===== src/rtl/riscv_checkpoint_scoreboard.sv =====
// riscv_checkpoint_scoreboard
//
// Watches a RISC-V core's retired-instruction count, OUTPUT_PORT and HALT.
// It checks OUTPUT_PORT against a programmable table of checkpoints. Each
// entry holds an instruction count, an expected value and a compare mask.
// The run ends in PASSED or FAILED. On failure it reports a reason code,
// the failing checkpoint index and the value seen on OUTPUT_PORT.
//
// Ports
//   CLK, RSTn        clock, synchronous active-low reset
//   CFG_WE/IDX/...   table write port, honoured only while IDLE
//   NUM_ACTIVE       number of table entries to use, sampled on START
//   START            start or restart a run (ignored while running)
//   NUM_INST,
//   OUTPUT_PORT,
//   HALT             observed core signals
//   BUSY/DONE/
//   PASS/FAIL        run status
//   REASON           0 none, 1 mismatch, 2 skipped, 3 incomplete, 4 timeout
//   FAIL_IDX/VAL     checkpoint index and OUTPUT_PORT at the failing edge
//   PASS_CNT         checkpoints passed so far
//   CYCLE            RUN cycles counted, frozen once the run ends

module riscv_checkpoint_scoreboard #(
    parameter int NUM_CHK     = 32,
    parameter int IDX_W       = 5,
    parameter int DWIDTH      = 32,
    parameter int IWIDTH      = 32,
    parameter int TIMEOUT_CYC = 100000,
    parameter int STRICT_HALT = 1
) (
    input  logic              CLK,
    input  logic              RSTn,
    input  logic              CFG_WE,
    input  logic [IDX_W-1:0]  CFG_IDX,
    input  logic [IWIDTH-1:0] CFG_NUM_INST,
    input  logic [DWIDTH-1:0] CFG_ANS,
    input  logic [DWIDTH-1:0] CFG_MASK,
    input  logic [IDX_W:0]    NUM_ACTIVE,
    input  logic              START,
    input  logic [IWIDTH-1:0] NUM_INST,
    input  logic [DWIDTH-1:0] OUTPUT_PORT,
    input  logic              HALT,
    output logic              BUSY,
    output logic              DONE,
    output logic              PASS,
    output logic              FAIL,
    output logic [2:0]        REASON,
    output logic [IDX_W-1:0]  FAIL_IDX,
    output logic [DWIDTH-1:0] FAIL_VAL,
    output logic [IDX_W:0]    PASS_CNT,
    output logic [31:0]       CYCLE
);

    // state  | meaning
    // IDLE   | table writable, waiting for START
    // RUN    | checking NUM_INST / OUTPUT_PORT every cycle
    // PASSED | run succeeded, results held until START or reset
    // FAILED | first failure recorded, results held until START or reset
    typedef enum logic [1:0] {
        S_IDLE   = 2'd0,
        S_RUN    = 2'd1,
        S_PASSED = 2'd2,
        S_FAILED = 2'd3
    } state_t;

    localparam logic [2:0]     R_NONE       = 3'd0;
    localparam logic [2:0]     R_MISMATCH   = 3'd1;
    localparam logic [2:0]     R_SKIPPED    = 3'd2;
    localparam logic [2:0]     R_INCOMPLETE = 3'd3;
    localparam logic [2:0]     R_TIMEOUT    = 3'd4;
    localparam logic [IDX_W:0] NUM_CHK_W    = NUM_CHK[IDX_W:0];
    localparam logic [31:0]    TMR_LOAD     = TIMEOUT_CYC - 1;

    state_t state_q, state_d;

    logic [IWIDTH-1:0] tbl_num  [NUM_CHK];
    logic [DWIDTH-1:0] tbl_ans  [NUM_CHK];
    logic [DWIDTH-1:0] tbl_mask [NUM_CHK];

    logic [IDX_W:0]    ptr_q;
    logic [IDX_W:0]    active_q;
    logic [IDX_W:0]    pass_cnt_q;
    logic [31:0]       cycle_q;
    logic [31:0]       tmr_q;
    logic [2:0]        reason_q;
    logic [IDX_W-1:0]  fail_idx_q;
    logic [DWIDTH-1:0] fail_val_q;

    logic              start_run;
    logic              ptr_valid;
    logic [IDX_W-1:0]  ptr_idx;
    logic              at_chk;
    logic              chk_ok;
    logic              hit;
    logic              miss;
    logic              skipped;
    logic [IDX_W:0]    ptr_post;
    logic              halt_ok;
    logic              timeout;
    logic              run_pass;
    logic              run_fail;
    logic [2:0]        fail_reason;
    logic [IDX_W:0]    active_d;

    // Table storage carries no reset so a loaded program survives a rerun.
    always_ff @(posedge CLK) begin
        if (state_q == S_IDLE && CFG_WE && ({1'b0, CFG_IDX} < NUM_CHK_W)) begin
            tbl_num[CFG_IDX]  <= CFG_NUM_INST;
            tbl_ans[CFG_IDX]  <= CFG_ANS;
            tbl_mask[CFG_IDX] <= CFG_MASK;
        end
    end

    assign start_run = START && (state_q != S_RUN);
    assign active_d  = (NUM_ACTIVE > NUM_CHK_W) ? NUM_CHK_W : NUM_ACTIVE;

    assign ptr_idx   = ptr_q[IDX_W-1:0];
    assign ptr_valid = (ptr_q < active_q);
    assign at_chk    = ptr_valid && (NUM_INST == tbl_num[ptr_idx]);
    assign chk_ok    = (((OUTPUT_PORT ^ tbl_ans[ptr_idx]) & tbl_mask[ptr_idx]) == '0);
    assign hit       = at_chk && chk_ok;
    assign miss      = at_chk && !chk_ok;
    assign skipped   = ptr_valid && (NUM_INST > tbl_num[ptr_idx]);

    // HALT is judged against the pointer after this cycle's checkpoint hit.
    assign ptr_post  = ptr_q + {{IDX_W{1'b0}}, hit};
    assign halt_ok   = (ptr_post == active_q) || (STRICT_HALT == 0);
    // The timeout counter counts down from TIMEOUT_CYC-1, in step with CYCLE.
    assign timeout   = (tmr_q == '0);

    assign run_pass  = !miss && !skipped && HALT && halt_ok;
    assign run_fail  = miss || skipped || (HALT && !halt_ok) || (!HALT && timeout);

    always_comb begin
        fail_reason = R_TIMEOUT;
        if (miss) begin
            fail_reason = R_MISMATCH;
        end else if (skipped) begin
            fail_reason = R_SKIPPED;
        end else if (HALT) begin
            fail_reason = R_INCOMPLETE;
        end
    end

    always_ff @(posedge CLK) begin
        if (!RSTn) begin
            state_q <= S_IDLE;
        end else begin
            state_q <= state_d;
        end
    end

    always_comb begin
        state_d = state_q;
        case (state_q)
            S_IDLE, S_PASSED, S_FAILED: begin
                if (START) begin
                    state_d = S_RUN;
                end
            end
            S_RUN: begin
                if (run_fail) begin
                    state_d = S_FAILED;
                end else if (run_pass) begin
                    state_d = S_PASSED;
                end
            end
            default: state_d = S_IDLE;
        endcase
    end

    always_comb begin
        BUSY = (state_q == S_RUN);
        DONE = (state_q == S_PASSED) || (state_q == S_FAILED);
        PASS = (state_q == S_PASSED);
        FAIL = (state_q == S_FAILED);
    end

    always_ff @(posedge CLK) begin
        if (!RSTn) begin
            ptr_q      <= '0;
            active_q   <= '0;
            pass_cnt_q <= '0;
            cycle_q    <= '0;
            tmr_q      <= '0;
            reason_q   <= R_NONE;
            fail_idx_q <= '0;
            fail_val_q <= '0;
        end else if (start_run) begin
            ptr_q      <= '0;
            active_q   <= active_d;
            pass_cnt_q <= '0;
            cycle_q    <= '0;
            tmr_q      <= TMR_LOAD;
            reason_q   <= R_NONE;
            fail_idx_q <= '0;
            fail_val_q <= '0;
        end else if (state_q == S_RUN) begin
            if (hit) begin
                ptr_q      <= ptr_post;
                pass_cnt_q <= pass_cnt_q + 1'b1;
            end
            if (run_fail) begin
                reason_q   <= fail_reason;
                fail_idx_q <= ptr_post[IDX_W-1:0];
                fail_val_q <= OUTPUT_PORT;
            end
            // The counters freeze on the edge that ends the run.
            if (!run_fail && !run_pass) begin
                cycle_q <= cycle_q + 32'd1;
                tmr_q   <= tmr_q - 32'd1;
            end
        end
    end

    assign REASON   = reason_q;
    assign FAIL_IDX = fail_idx_q;
    assign FAIL_VAL = fail_val_q;
    assign PASS_CNT = pass_cnt_q;
    assign CYCLE    = cycle_q;

endmodule


===== config.mk =====
export PLATFORM = sky130hd
export DESIGN_NAME = riscv_checkpoint_scoreboard
export DESIGN_NICKNAME = d
export VERILOG_FILES = /design/src/rtl/riscv_checkpoint_scoreboard.sv
export SDC_FILE = /design/constraint.sdc
export NUM_CORES = 2
export LEC_CHECK = 0
export BUFFER_PORTS_ARGS = -buffer_cell sky130_fd_sc_hd__clkbuf_2
export CELL_PAD_IN_SITES_DETAIL_PLACEMENT = 0
export CELL_PAD_IN_SITES_GLOBAL_PLACEMENT = 1
export CORE_MARGIN = 2
export CORE_UTILIZATION = 52
export CTS_BUF_LIST = sky130_fd_sc_hd__clkbuf_4
export CTS_CLUSTER_SIZE = 8
export DETAILED_ROUTE_END_ITERATION = 7
export GPL_ROUTABILITY_DRIVEN = 0
export PLACE_DENSITY = 0.86
export SLEW_MARGIN = 0
export SYNTH_ARGS = -nofsm -noshare
export SYNTH_HDL_FRONTEND = slang
export SYNTH_SLANG_ARGS = --single-unit
export TNS_END_PERCENT = 10

===== constraint.sdc =====
create_clock -name CLK -period 6.6 [get_ports CLK]
set_input_delay 0.66 -clock CLK [delete_from_list [all_inputs] [get_ports CLK]]
set_output_delay 0.66 -clock CLK [all_outputs]
set_load 0.02 [all_outputs]

==> flow_summary.json <==
{
  "drt_first_pass_iters": 6,
  "max-clock-path-buffers": 4,
  "synth-async-reset-ratio_pct": 0,
  "grt_start_max_net_pins": 97,
  "power_per_cell_area_nw_per_um2": 268,
  "timing_worst_slew_pin_value_ns": 1.15,
  "syn-instance-count": 5970,
  "final.setup.tns_ns": 0,
  "cts_made_buffers": 762,
  "power.static_leakage_nw": 46.4,
  "end_of_the_worst_register_to_register_path": "FAIL_VAL[10]$_SDFFE_PP0P_",
  "worst_r2r_path_depth": 26,
  "clock_tree.root_cell": "sky130_fd_sc_hd__clkbuf_4",
  "synthMuxAreaShare_pct": 16.2,
  "finalHoldViolCount": 0,
  "hold_path_class": "in2reg",
  "start_kind": "flip-flop",
  "synthSimpleGateAreaFrac_pct": 3.43,
  "fraction_of_final_layout_cells_sized_beyond_drive_strength_1_pct": 34.9,
  "globalRouteMet3Util_pct": 7.72,
  "clkSinkCount": 3201,
  "ys_top_cells_by_count": "sky130_fd_sc_hd__edfxtp_1, sky130_fd_sc_hd__mux4_2, sky130_fd_sc_hd__nand2_1",
  "register_to_register_setup_slack_ns": 0.04,
  "yosysTopAreaCell": "sky130_fd_sc_hd__edfxtp_1",
  "pin_count": 258,
  "io_buffer_count": 257,
  "post-dp-hpwl_mm": 184,
  "antenna_found_initial": 36,
  "num_vias": 70600,
  "p_total_mw": 39.0,
  "fill_cells": 16300,
  "synth_seq_cells": 3201,
  "synthDominantCellAreaShare_pct": 73.5,
  "floorplan.die_area_um2": 245000,
  "synth_enable_flop_cells": 3072,
  "gr-total-overflow": 0,
  "required_ns": 7.93,
  "synth_warnings": 0,
  "grt_pass1_wl_mm": 486,
  "grtUsageMet2_pct": 43.0,
  "route.detailed.drc": 0,
  "cts_tree": "built",
  "gr-usage-met1_pct": 37.8,
  "synth_adder_area_share_pct": 0.419,
  "synth_compound_gate_area_share_pct": 2.26,
  "fin_crit_sh_pct": 99.4,
  "finalClockSkew_ns": 0.0823,
  "antenna_left": 0,
  "run_status": "complete, no violations",
  "die_width_um": 495,
  "final-setup-viol-count": 0,
  "critical_path_class": "reg2reg",
  "synthXorXnorAreaFrac_pct": 0.607,
  "drt_iter0_markers": 11400,
  "htreeDepth": 6,
  "grt.total_usage_pct": 27.8,
  "hold_start": "NUM_ACTIVE[5]",
  "start_util_pct": 52.2,
  "via_per_inst": 6.47,
  "first_global_vias": 69800,
  "drv_cap": 0,
  "highest_attainable_clock_frequency_mhz": 152,
  "cp_data_arrival_time_ns": 7.89,
  "synthDistinctLibCells": 78,
  "coreArea_um2": 240000,
  "max_slew_margin_pct": 23.4,
  "dpl_cell_area_um2": 133000,
  "summed_instance_area_of_the_synthesized_netlist_um2": 125000,
  "timing.final.max_slew_violations": 0,
  "crit_fanout": 35,
  "clk_pin_slew_worst_paths_ns": 0.07,
  "design.final.nets": 7398,
  "routedWlPerCell_um": 32.2,
  "synthMostInstantiatedCell": "sky130_fd_sc_hd__edfxtp_1",
  "final_design_area_no_fill_um2": 145000,
  "synth_seq_area_share_pct": 75.6,
  "floorplan.rows": 180,
  "timing.critical_path.to_type": "flip-flop",
  "combinational_family_with_the_most_area_after_synthesis": "multiplexers",
  "worstSkewPairLatency_ns": 1.47,
  "timing.critical_path.to": "FAIL_VAL[10]$_SDFFE_PP0P_",
  "multi_input_comb_area_um2": 29300,
  "peakVddDrop_mv": 0.200,
  "synth_area_per_cell_um2": 21.0,
  "die_h_um": 495,
  "synth_flop_cell": "sky130_fd_sc_hd__edfxtp_1",
  "wirelength_routed_mm": 351,
  "syn_nets": 6188,
  "synthTopCellsByArea": "sky130_fd_sc_hd__edfxtp_1, sky130_fd_sc_hd__mux4_2, sky130_fd_sc_hd__dfxtp_1",
  "finalCriticalPeriod_ns": 6.56,
  "register_cell_area_after_layout_um2": 94800,
  "busiest_layer": "met2",
  "syn_to_final_growth_pct": 15.7
}
[critical path: stages (launching register included)]
cell                        delay, ns
sky130_fd_sc_hd__dfxtp_4         0.48
sky130_fd_sc_hd__buf_4           0.17
sky130_fd_sc_hd__buf_12          0.14
sky130_fd_sc_hd__buf_16          0.20
sky130_fd_sc_hd__buf_12          0.25
sky130_fd_sc_hd__buf_4           0.29
sky130_fd_sc_hd__mux4_2          0.37
sky130_fd_sc_hd__or3b_2          0.21
sky130_fd_sc_hd__nand3_1         0.09
sky130_fd_sc_hd__a221oi_2        0.68
sky130_fd_sc_hd__o221ai_4        0.25
sky130_fd_sc_hd__or3_4           0.41
sky130_fd_sc_hd__a211oi_4        0.39
sky130_fd_sc_hd__buf_4           0.19
sky130_fd_sc_hd__ha_1            0.18
sky130_fd_sc_hd__ha_2            0.23
sky130_fd_sc_hd__nand3_2         0.11
sky130_fd_sc_hd__xor2_2          0.18
sky130_fd_sc_hd__xnor2_1         0.19
sky130_fd_sc_hd__nor4_2          0.07
sky130_fd_sc_hd__or2_2           0.31
sky130_fd_sc_hd__nor2b_2         0.16
sky130_fd_sc_hd__buf_4           0.15
sky130_fd_sc_hd__o31ai_4         0.15
sky130_fd_sc_hd__clkbuf_16       0.27
sky130_fd_sc_hd__nand3_1         0.08
sky130_fd_sc_hd__a21oi_1         0.19
[layer usage]
layer	vias to the layer above	part of all wire (%)
li1	28000	-
met2	5669	47
met1	36000	35
met4	30	3.9
met3	877	14
met5	-	0.052
[worst min path at each step]
stage                          endpoint  slack [ns]  cells after the start
5_1_grt        active_q[5]$_SDFFE_PN0P_        0.08                      4
3_5_place_dp   active_q[2]$_SDFFE_PN0P_        0.46                      2
4_1_cts        active_q[5]$_SDFFE_PN0P_        0.02                      4
3_3_place_gp   active_q[2]$_SDFFE_PN0P_        0.45                      2
6_report       active_q[5]$_SDFFE_PN0P_        0.13                      4
2_1_floorplan  active_q[2]$_SDFFE_PN0P_        0.43                      2
[power breakdown]
part | internal (mW) | switching (mW) | total [mW]
logic | 0.282 | 0.744 | 1.03
clock network | 7.83 | 7.68 | 15.5
registers | 22.4 | 0.0424 | 22.4
total | 30.5 | 8.47 | 39.0
[placed cells by master, fill, tap and decap left out, types with 15 or more instances in the layout]
| master | count |
|---|---|
| sky130_fd_sc_hd__o21ai_0 | 97 |
| sky130_fd_sc_hd__buf_12 | 89 |
| sky130_fd_sc_hd__nand2_1 | 212 |
| sky130_fd_sc_hd__a21oi_1 | 109 |
| sky130_fd_sc_hd__o31ai_1 | 18 |
| sky130_fd_sc_hd__nor3b_1 | 19 |
| sky130_fd_sc_hd__mux4_2 | 806 |
| sky130_fd_sc_hd__clkbuf_2 | 257 |
| sky130_fd_sc_hd__clkbuf_16 | 18 |
| sky130_fd_sc_hd__xnor2_1 | 46 |
| sky130_fd_sc_hd__clkinv_1 | 154 |
| sky130_fd_sc_hd__ha_1 | 39 |
| sky130_fd_sc_hd__nor2_4 | 33 |
| sky130_fd_sc_hd__mux2i_1 | 186 |
| sky130_fd_sc_hd__dlygate4sd3_1 | 161 |
| sky130_fd_sc_hd__diode_2 | 16 |
| sky130_fd_sc_hd__a31oi_1 | 31 |
| sky130_fd_sc_hd__and3_1 | 22 |
| sky130_fd_sc_hd__or4_1 | 31 |
| sky130_fd_sc_hd__or3_1 | 59 |
| sky130_fd_sc_hd__nor3_1 | 15 |
| sky130_fd_sc_hd__edfxtp_1 | 3072 |
| sky130_fd_sc_hd__dfxtp_1 | 124 |
| sky130_fd_sc_hd__buf_16 | 21 |
| sky130_fd_sc_hd__nor2_1 | 66 |
| sky130_fd_sc_hd__xor2_1 | 39 |
| sky130_fd_sc_hd__nand4_1 | 35 |
| sky130_fd_sc_hd__inv_2 | 16 |
| sky130_fd_sc_hd__nand3b_1 | 31 |
| sky130_fd_sc_hd__inv_1 | 59 |
| sky130_fd_sc_hd__nor2b_1 | 16 |
| sky130_fd_sc_hd__nand3_1 | 149 |
| sky130_fd_sc_hd__o211ai_1 | 25 |
| sky130_fd_sc_hd__buf_4 | 205 |
| sky130_fd_sc_hd__clkbuf_4 | 1107 |
| sky130_fd_sc_hd__nor4_1 | 21 |
[stage by stage]
step	util, %	worst slack, ns	hold slack (ns)	std cells
global placement	55.3	-0.883	0.448	9380
global route	60.4	-0.0784	0.0841	10900
finish	60.4	0.0363	0.135	10900
floorplan	-	-0.0144	0.432	5970
detailed placement	55.3	-0.901	0.456	9380
CTS	59.9	0.00435	0.0193	10800
[state kept, by name, indices dropped and copies added, names as in the netlist, named ones only]
name      flops
tbl_ans    1024
tbl_num    1024
PASS_CNT      6
FAIL_IDX      5
state_q       2
ptr_q         6
tbl_mask   1024
tmr_q        32
REASON        3
FAIL_VAL     32
active_q      6
CYCLE        32
[cell families after synthesis]
group,count (synthesis)
buffers and inverters,387
XOR/XNOR,87
AND/OR/NAND/NOR,804
multiplexers,1018
AO/OA/AOI/OAI,431
adder cells (fa/ha/maj),42
flip-flops,3201
[cell type report]
type                       instances  share of cell area [%]
clock buffer                    1107                    5.73
tap                             3185                    2.75
antenna                           16                  0.0276
multi-input combinational       2382                    20.2
inverter                          63                   0.176
timing repair buffer             770                    5.18
clock inverter                   184                   0.584
sequential                      3201                    65.4
[timing repair]
| item | CTS | global route |
|---|---|---|
| endpoints found under the setup margin | 41 | 40 |
| buffers inserted | 4 | 32 |
| hold buffers | 161 | 0 |
| resized for setup | 31 | 78 |
| endpoints found under the hold margin | 3202 | 0 |
| pin swaps | 2 | 10 |
| cloned | 4 | 20 |
Power figures use the tool's default switching activity.
